===== src/rtl/alu_arb_pkg.sv =====
// alu_arb_pkg: shared FSM state type, unit index constants and default unit count for the ALU lock arbiter
package alu_arb_pkg;
   typedef enum logic [1:0] {IDLE, GRANT, RELEASE} arb_state_t;
   localparam int N_UNITS_DEFAULT = 4;
   localparam int UNIT_ADD = 0;
   localparam int UNIT_SUB = 1;
   localparam int UNIT_MUL = 2;
   localparam int UNIT_DIV = 3;
endpackage


===== src/rtl/rr_pick.sv =====
// rr_pick: combinational round-robin picker, first set request at or above ptr, wrapping modulo N
module rr_pick #(
   parameter int N = 4,
   parameter int W = $clog2(N)
) (
   input  logic [N-1:0] req,
   input  logic [W-1:0] ptr,
   output logic [N-1:0] pick,
   output logic [W-1:0] idx,
   output logic         valid
);
   logic [W-1:0] k;
   // Scan from the farthest slot back toward ptr so the nearest request is the last one written.
   always_comb begin
      k = '0;
      idx = '0;
      valid = 1'b0;
      for (int i = N - 1; i >= 0; i--) begin
         k = W'((int'(ptr) + i) % N);
         if (req[k]) begin
            valid = 1'b1;
            idx = k;
         end
      end
      pick = valid ? N'(1) << idx : '0;
   end
endmodule


===== src/rtl/alu_lock_arbiter.sv =====
// alu_lock_arbiter: round-robin mutual-exclusion lock for the add/sub/mul/div units; ALU_ARB_TIMEOUT_EN adds forced revoke after HOLD_MAX grant cycles
module alu_lock_arbiter
   import alu_arb_pkg::*;
#(
   parameter int N_UNITS  = N_UNITS_DEFAULT,
   parameter int HOLD_MAX = 255
) (
   input  logic                       clk,
   input  logic                       rst_n,
   input  logic [N_UNITS-1:0]         working,
   output logic [N_UNITS-1:0]         grant,
   output logic                       busy,
   output logic [$clog2(N_UNITS)-1:0] owner
`ifdef ALU_ARB_TIMEOUT_EN
   ,
   output logic                       timeout
`endif
);
   localparam int W = $clog2(N_UNITS);
   arb_state_t state, state_nx;
   logic [N_UNITS-1:0] grant_nx, elig, pick;
   logic [W-1:0] owner_nx, ptr, ptr_nx, pick_idx;
   logic pick_valid, own_req, revoke;
   assign own_req = working[owner];
   assign busy = |grant;
   rr_pick #(.N(N_UNITS)) u_pick (
      .req(elig),
      .ptr(ptr),
      .pick(pick),
      .idx(pick_idx),
      .valid(pick_valid)
   );
`ifdef ALU_ARB_TIMEOUT_EN
   localparam int CW = $clog2(HOLD_MAX + 1);
   logic [CW-1:0] cnt;
   logic [N_UNITS-1:0] mask;
   assign revoke = state == GRANT && own_req && cnt == CW'(HOLD_MAX - 1);
   assign elig = working & ~mask;
   // Hold counter, timeout pulse, and mask that keeps a revoked unit out until its request is seen low.
   always_ff @(posedge clk or negedge rst_n) begin
      if (!rst_n) begin
         cnt <= '0;
         mask <= '0;
         timeout <= 1'b0;
      end else begin
         cnt <= state == GRANT ? cnt + 1'b1 : '0;
         mask <= (mask | (revoke ? grant : '0)) & working;
         timeout <= revoke;
      end
   end
`else
   assign revoke = 1'b0;
   assign elig = working;
`endif
   // Next-state logic: grant on pick in IDLE, drop on owner release or revoke, advance pointer in RELEASE.
   always_comb begin
      state_nx = state;
      grant_nx = grant;
      owner_nx = owner;
      ptr_nx = ptr;
      case (state)
         IDLE: begin
            if (pick_valid) begin
               state_nx = GRANT;
               grant_nx = pick;
               owner_nx = pick_idx;
            end
         end
         GRANT: begin
            if (!own_req || revoke) begin
               state_nx = RELEASE;
               grant_nx = '0;
            end
         end
         RELEASE: begin
            state_nx = IDLE;
            ptr_nx = owner == W'(N_UNITS - 1) ? '0 : owner + 1'b1;
         end
         default: state_nx = IDLE;
      endcase
   end
   // FSM, grant, owner and pointer registers; grant clears asynchronously on reset.
   always_ff @(posedge clk or negedge rst_n) begin
      if (!rst_n) begin
         state <= IDLE;
         grant <= '0;
         owner <= '0;
         ptr <= '0;
      end else begin
         state <= state_nx;
         grant <= grant_nx;
         owner <= owner_nx;
         ptr <= ptr_nx;
      end
   end
endmodule


===== config.mk =====
export PLATFORM = sky130hd
export DESIGN_NAME = alu_lock_arbiter
export DESIGN_NICKNAME = d
export VERILOG_FILES = /design/src/rtl/alu_arb_pkg.sv /design/src/rtl/rr_pick.sv /design/src/rtl/alu_lock_arbiter.sv
export SDC_FILE = /design/constraint.sdc
export NUM_CORES = 1
export LEC_CHECK = 0
export CORE_AREA = 2 2 39 41
export DETAILED_ROUTE_END_ITERATION = 10
export DIE_AREA = 0 0 41 43
export GPL_TIMING_DRIVEN = 0
export PLACE_DENSITY = 0.7
export SLEW_MARGIN = 30
export SYNTH_ARGS = -nofsm -noshare
export SYNTH_HDL_FRONTEND = slang
export SYNTH_SLANG_ARGS = --single-unit

===== constraint.sdc =====
create_clock -name clk -period 1.5 [get_ports clk]
set_input_delay 0.3 -clock clk [delete_from_list [all_inputs] [get_ports clk]]
set_output_delay 0.3 -clock clk [all_outputs]
set_load 0.01 [all_outputs]

---- Word level (Yosys, flattened, before mapping) ----
Index checks and enable logic that the tools add are counted.
operators by class
  mux-type cells .......................... 25
  add/sub/neg operators ................... 4
  reduce and logical (&&, ||, !) cells .... 6
  magnitude comparators ................... 5
  shift operators ......................... 1
  equality and inequality tests ........... 5
operator list
  kind                                                number
  < comparator 2 x 3 -> 1 bit, second input constant  5
  two-way mux 2 bit                                   7
  binary-select mux 1 bit (select 2 bit)              5
  two-way mux 1 bit                                   9
  two-way mux 4 bit                                   2
  case mux 4 bit (2 select lines)                     1
  adder 2 x 1 -> 2 bit, second input constant         2
  adder 2 bit, second input constant                  2
  == test 2 bit, second input constant                2
  != test 2 bit, second input constant                2
  case mux 2 bit (2 select lines)                     1
  AND reduction 2 bit                                 2
  OR reduction 4 bit                                  1
  left shift 1 x 2 -> 4 bit, first input constant     1
  AND reduction 3 bit                                 1
  == test 2 x 1 -> 1 bit, second input constant       1
  logical NOT 2 bit                                   1
  nonzero test 2 bit                                  1
storage, ports and cells
  output and inout port bits .............. 7
  register bits ........................... 10
  logic and storage cells ................. 50
  bits of input ports ..................... 6

---- Depth between registers and ports, before layout ----
  depth after elaboration ................. 10
  mapped depth ............................ 5
  depth with buffers taken out ............ 4

---- Modules after synthesis ----
A second synthesis with hierarchy kept.
unflattened totals
  cells, all modules ...................... 74
  area total of the unflattened synthesis .. 655.6 um2
modules (own cells, without submodules)
  module            area each (um2)  cells an instance  times used  seq. area each (um2)
  alu_lock_arbiter  473.0            45                 1           250.2
  rr_pick           182.7            29                 1           0.0

---- Worst setup path after synthesis ----
No wires, ideal clock.
  kind .................................... register to register
  start ................................... register owner[0]
  end ..................................... register grant[0]
  slack ................................... 0.035 ns
  path buffers ............................ 0
  stages on the path, launching flop included .. 4
  period minus slack after synthesis ...... 1.465 ns
  data arrival time ....................... 1.331 ns
  setup time .............................. 0.134 ns
  cell sequence ........................... dfrtp_1 -> mux4_2 -> nor3b_4 -> o32ai_1
between the ends
  longest elaborated chain between the ends .. 4
ends and longest elaborated chain
  item                                     RTL line                source
  start: declaration                       alu_lock_arbiter.sv:13  output logic [$clog2(N_UNITS)-1:0] owner
  start signal: assignment                 alu_lock_arbiter.sv:92  owner <= owner_nx;
  binary-select mux 1 bit (select 2 bit)   alu_lock_arbiter.sv:24  assign own_req = working[owner];
  two-way mux 1 bit (implied by the code)  alu_lock_arbiter.sv:24
  != test 2 bit (no source line)           n/a
  AND reduction 3 bit (no source line)     n/a
  end signal: assignment                   alu_lock_arbiter.sv:91  grant <= grant_nx;
  end: declaration                         alu_lock_arbiter.sv:11  output logic [N_UNITS-1:0] grant,
No other way between the ends. The select of a mux whose other input is x is not followed.
A chain may end at the register's enable or synchronous reset.

---- Final worst setup path ----
  start ................................... register grant[0]
  end ..................................... output port busy
between the ends
  longest elaborated chain between the ends .. 1
ends and longest elaborated chain
  item                RTL line                source
  OR reduction 4 bit  alu_lock_arbiter.sv:25  assign busy = |grant;
  end: declaration    alu_lock_arbiter.sv:12  output logic busy,
No other way between the ends.

==> flow_summary.html <==
<table>
<tr><th>Metric</th><th>Value</th></tr>
<tr><th colspan="2">Outcome</th></tr>
<tr><td>Result of the run</td><td>complete, but fails checks</td></tr>
<tr><td>Violated checks</td><td>setup timing</td></tr>
<tr><th colspan="2">Placed design</th></tr>
<tr><td>Total of buffers placed on input and output ports</td><td>12</td></tr>
<tr><td>Worst slack, placed</td><td>-0.412 ns</td></tr>
<tr><td>Routability congestion estimate from global placement</td><td>0.717</td></tr>
<tr><td>Placed Instance Area</td><td>674 sq um</td></tr>
<tr><td>Final HPWL from detailed placement</td><td>795 um</td></tr>
<tr><th colspan="2">Power</th></tr>
<tr><td>Ratio of total power to cell area</td><td>1970 mW/mm^2</td></tr>
<tr><td>Combinational power share</td><td>49.5%</td></tr>
<tr><td>Total leakage power</td><td>0.365 nW</td></tr>
<tr><td>Worst-case vdd ir drop</td><td>1.01 mV</td></tr>
<tr><td>Share of total power consumed by net switching</td><td>36.7%</td></tr>
<tr><td>Internal portion of total power</td><td>0.920 mW</td></tr>
<tr><td>Tot Pwr</td><td>1.45 mW</td></tr>
<tr><td>Net switching power figure</td><td>0.534 mW</td></tr>
<tr><td>Share of total power in sequential cells</td><td>33.9%</td></tr>
<tr><td>Share of power burned in the clock network</td><td>16.6%</td></tr>
<tr><th colspan="2">Layout</th></tr>
<tr><td>Number of antenna repair diodes</td><td>0</td></tr>
<tr><td>Utilization of the core after routing</td><td>53.3%</td></tr>
<tr><td>Area growth from synthesis to final layout</td><td>38.2%</td></tr>
<tr><td>Filler Cells Inserted</td><td>122</td></tr>
<tr><td>Register Area</td><td>250 sq um</td></tr>
<tr><td>Final-stage net count</td><td>76</td></tr>
<tr><td>Multi-input combinational cell area</td><td>284 sq um</td></tr>
<tr><td>Non-Filler Cell Area, Final</td><td>738 sq um</td></tr>
<tr><td>Ratio of cells with drive above 1 in the final layout</td><td>22.1%</td></tr>
<tr><th colspan="2">Worst setup path</th></tr>
<tr><td>Cells along the critical path</td><td>or4_1, buf_2</td></tr>
<tr><td>Nature of the critical path endpoint</td><td>output port</td></tr>
<tr><td>Worst r2r path cells</td><td>3</td></tr>
<tr><td>Worst reg2reg path endpoint</td><td>grant[3]</td></tr>
<tr><td>Cell with the biggest individual delay on the critical path</td><td>sky130_fd_sc_hd__or4_1</td></tr>
<tr><td>Worst setup path start</td><td>grant[0]</td></tr>
<tr><td>Required time of the critical path</td><td>1.20 ns</td></tr>
<tr><td>CP max FO</td><td>2</td></tr>
<tr><td>Largest stage delay, worst path</td><td>0.51 ns</td></tr>
<tr><td>Timing endpoint of the critical path</td><td>busy</td></tr>
<tr><td>Startpoint type of the worst setup path</td><td>flop</td></tr>
<tr><td>Critical path arrival</td><td>1.30 ns</td></tr>
<tr><td>Category of the critical setup timing path</td><td>flop to output port</td></tr>
<tr><td>Startpoint of the most critical register-to-register path</td><td>owner[0]</td></tr>
<tr><td>Setup slack, reg-to-reg</td><td>-0.01 ns</td></tr>
<tr><th colspan="2">Floorplanning</th></tr>
<tr><td>Cell Rows</td><td>14</td></tr>
<tr><td>Die Area</td><td>0.00176 sq mm</td></tr>
<tr><td>I/O pin total</td><td>13</td></tr>
<tr><td>Chip Height</td><td>43 um</td></tr>
<tr><td>Total core area</td><td>0.00138 sq mm</td></tr>
<tr><td>Width of the die</td><td>41 um</td></tr>
<tr><td>Starting density of the core</td><td>38.6%</td></tr>
<tr><th colspan="2">STA</th></tr>
<tr><td>Worst max-slew margin expressed relative to the limit</td><td>69.8%</td></tr>
<tr><td>Final setup viols</td><td>5</td></tr>
<tr><td>Highest Clock Rate</td><td>625 MHz</td></tr>
<tr><td>Final critical path time including I/O delays and setup</td><td>1.60 ns</td></tr>
<tr><td>Crit path setup slack, layout</td><td>-0.0998 ns</td></tr>
<tr><td>Tightest Pin Transition</td><td>0.451 ns</td></tr>
<tr><td>Final total negative setup slack</td><td>-0.120 ns</td></tr>
<tr><td>Pins over their slew limit</td><td>0</td></tr>
<tr><td>Setup repair after global routing missed its margin</td><td>true</td></tr>
<tr><td>Final hold violations</td><td>0</td></tr>
<tr><td>Worst-case clock skew</td><td>0.00213 ns</td></tr>
<tr><td>Period Utilization, post-route</td><td>107%</td></tr>
<tr><th colspan="2">Clock tree</th></tr>
<tr><td>CTS buffer count</td><td>3</td></tr>
<tr><td>Worst-case clock buffer depth</td><td>2</td></tr>
<tr><td>Root buffer cell</td><td>sky130_fd_sc_hd__clkbuf_4</td></tr>
<tr><td>Clock latency on the worst-skew pair</td><td>0.27 ns</td></tr>
<tr><td>TritonCTS Sinks</td><td>10</td></tr>
<tr><td>Max H-tree Level</td><td>1</td></tr>
<tr><td>Register clock-pin slew on the reported worst setup and hold paths</td><td>0.06 ns</td></tr>
<tr><td>Hold-fix buffers, CTS</td><td>0</td></tr>
<tr><td>Clock tree from TritonCTS</td><td>built</td></tr>
<tr><th colspan="2">Detailed routing</th></tr>
<tr><td>Residual DRC</td><td>0</td></tr>
<tr><td>Final ANT Viol Nets</td><td>0</td></tr>
<tr><td>Router iterations before antenna repair</td><td>3</td></tr>
<tr><td>Average wire length per cell after detail routing</td><td>13.2 um</td></tr>
<tr><td>Total number of vias</td><td>457</td></tr>
<tr><td>Number of vias per cell</td><td>5.44</td></tr>
<tr><td>Initial DRC Count</td><td>7</td></tr>
<tr><td>Final wirelength</td><td>1110 um</td></tr>
<tr><th colspan="2">Yosys</th></tr>
<tr><td>Commonest cells in the synthesized netlist</td><td>10 x sky130_fd_sc_hd__dfrtp_1, 7 x sky130_fd_sc_hd__nand2_1, 5 x sky130_fd_sc_hd__o32ai_1</td></tr>
<tr><td>Number of flops mapped to enable cells by yosys</td><td>0</td></tr>
<tr><td>Post-synthesis instance total</td><td>49</td></tr>
<tr><td>Count of state elements after synthesis</td><td>10</td></tr>
<tr><td>Fraction of the yosys area taken by sequential cells</td><td>46.8%</td></tr>
<tr><td>Post-synthesis adder-cell area fraction</td><td>2.34%</td></tr>
<tr><td>Dominant cell by count in the synthesized netlist</td><td>sky130_fd_sc_hd__dfrtp_1</td></tr>
<tr><td>Yosys warns</td><td>0</td></tr>
<tr><td>Main combinational cell family by area after synthesis</td><td>simple AND/OR/NAND/NOR gates</td></tr>
<tr><td>Synth Area in Simple Gates</td><td>21.1%</td></tr>
<tr><td>Cell area after technology mapping</td><td>534 sq um</td></tr>
<tr><td>Synth Area in XOR/XNOR</td><td>0%</td></tr>
<tr><td>Avg Synthesized Cell Area</td><td>10.9 sq um</td></tr>
<tr><td>Share of flip-flops with an asynchronous set or reset</td><td>100%</td></tr>
<tr><td>Share of the synthesized area in compound gates (AO/OA/AOI/OAI)</td><td>20.6%</td></tr>
<tr><td>Library cell with the largest summed area after synthesis</td><td>sky130_fd_sc_hd__dfrtp_1</td></tr>
<tr><td>Post-synth top area share</td><td>46.8%</td></tr>
<tr><td>Library cells used by synthesis</td><td>22</td></tr>
<tr><td>Synthesized net count</td><td>56</td></tr>
<tr><td>Most area-consuming cells after synthesis</td><td>sky130_fd_sc_hd__dfrtp_1 47%, sky130_fd_sc_hd__o32ai_1 8.2%, sky130_fd_sc_hd__nand2_1 4.9%</td></tr>
<tr><td>Prevailing post-synth register cell</td><td>sky130_fd_sc_hd__dfrtp_1</td></tr>
<tr><td>Share of synthesized area spent on multiplexers</td><td>6.32%</td></tr>
<tr><th colspan="2">Run</th></tr>
<tr><td>Max-Cap Viols</td><td>0</td></tr>
<tr><th colspan="2">Global route</th></tr>
<tr><td>Wire length of the first global-routing pass</td><td>1970 um</td></tr>
<tr><td>Via count of the first global-routing pass</td><td>459</td></tr>
<tr><td>Pin count of the biggest net entering global routing</td><td>11</td></tr>
<tr><td>Antenna violations before repair</td><td>0</td></tr>
<tr><td>Aggregate global routing overflow</td><td>0</td></tr>
<tr><td>Total routing resource utilization after global routing</td><td>16.8%</td></tr>
<tr><th colspan="2">Worst hold path</th></tr>
<tr><td>Worst hold-check path type</td><td>input pin to async pin</td></tr>
</table>
==> sequential cells by signal, summed over array words and instances (netlist names) <==
register  count
grant         4
owner         2
ptr           2
state         2
==> worst max-delay path: cells and delay by family (launching register included) <==
| family | cells | cell delay (ns) |
|---|---|---|
| and+or+nand+nor | 1 | 0.51 |
| DFF | 1 | 0.38 |
| buffers and inverters | 1 | 0.15 |
==> how the worst min path moves through the flow <==
stage | from | to
final | rst_n | state[1]
after global routing | rst_n | state[0]
after CTS | rst_n | ptr[1]
after detailed placement | ptr[0] | ptr[0]
after global placement | ptr[0] | ptr[0]
after floorplan | rst_n | grant[0]
==> what timing repair did <==
item | in CTS | in global routing
resized for setup | 13 | 3
pin swaps | 2 | 1
endpoints found under the setup margin | 9 | 7
buffers inserted | 3 | 0
==> stage by stage <==
step,hold WS (ns),std cells
2_1_floorplan,0.00441,49
3_3_place_gp,0.491,77
3_5_place_dp,0.497,77
4_1_cts,0.360,84
5_1_grt,0.383,84
6_report,0.344,84
==> area by class of cell <==
cell class	instances	area share, %
Inverter	1	0.508
Tap cell	16	2.71
Timing Repair Buffer	15	18.0
Buffer	1	1.53
Clock buffer	4	4.92
Sequential cell	10	33.9
Multi-Input combinational cell	37	38.5
==> cell families (layout without fill, tap and decap cells) <==
group                      after synthesis  in the layout
AOI/OAI and AO/OA                       15             15
adders and majority gates                1              1
buffers and inverters                    2             21
DFF                                     10             10
muxes                                    2              2
and+or+nand+nor                         19             19
==> cells in the final DEF (no fill, tap or decap), drive strengths merged <==
cell type	count
a211o	1
a211oi	1
a21o	1
a21oi	3
buf	5
clkbuf	4
clkdlybuf4s50	1
dfrtp	10
dlygate4sd2	8
dlymetal6s2s	2
ha	1
inv	1
mux2	1
mux4	1
nand2	7
nand2b	3
nor2	3
nor2b	2
nor3b	1
nor4	1
o21ai	2
o31ai	1
o32a	1
o32ai	5
or3	1
or4	1
==> per-layer routing <==
metal / part of all wire, % / vias up / GRT usage, % / wire, um
met5: 0 / - / 0 / 0
met4: 4.3 / 0 / 10.0 / 48
met3: 5.7 / 5 / 4.71 / 63
met2: 42 / 13 / 21.9 / 466
met1: 48 / 212 / 24.1 / 530
li1: - / 227 / - / -
==> power by group through the flow <==
stage,clock network (mW),registers (mW),logic [mW]
after floorplan,0,0.518,0.414
after global placement,0,0.511,0.684
after detailed placement,0,0.511,0.690
after CTS,0.244,0.496,0.720
after global routing,0.264,0.510,0.803
final,0.241,0.493,0.720
No activity file was read; power rests on OpenSTA's default activity.
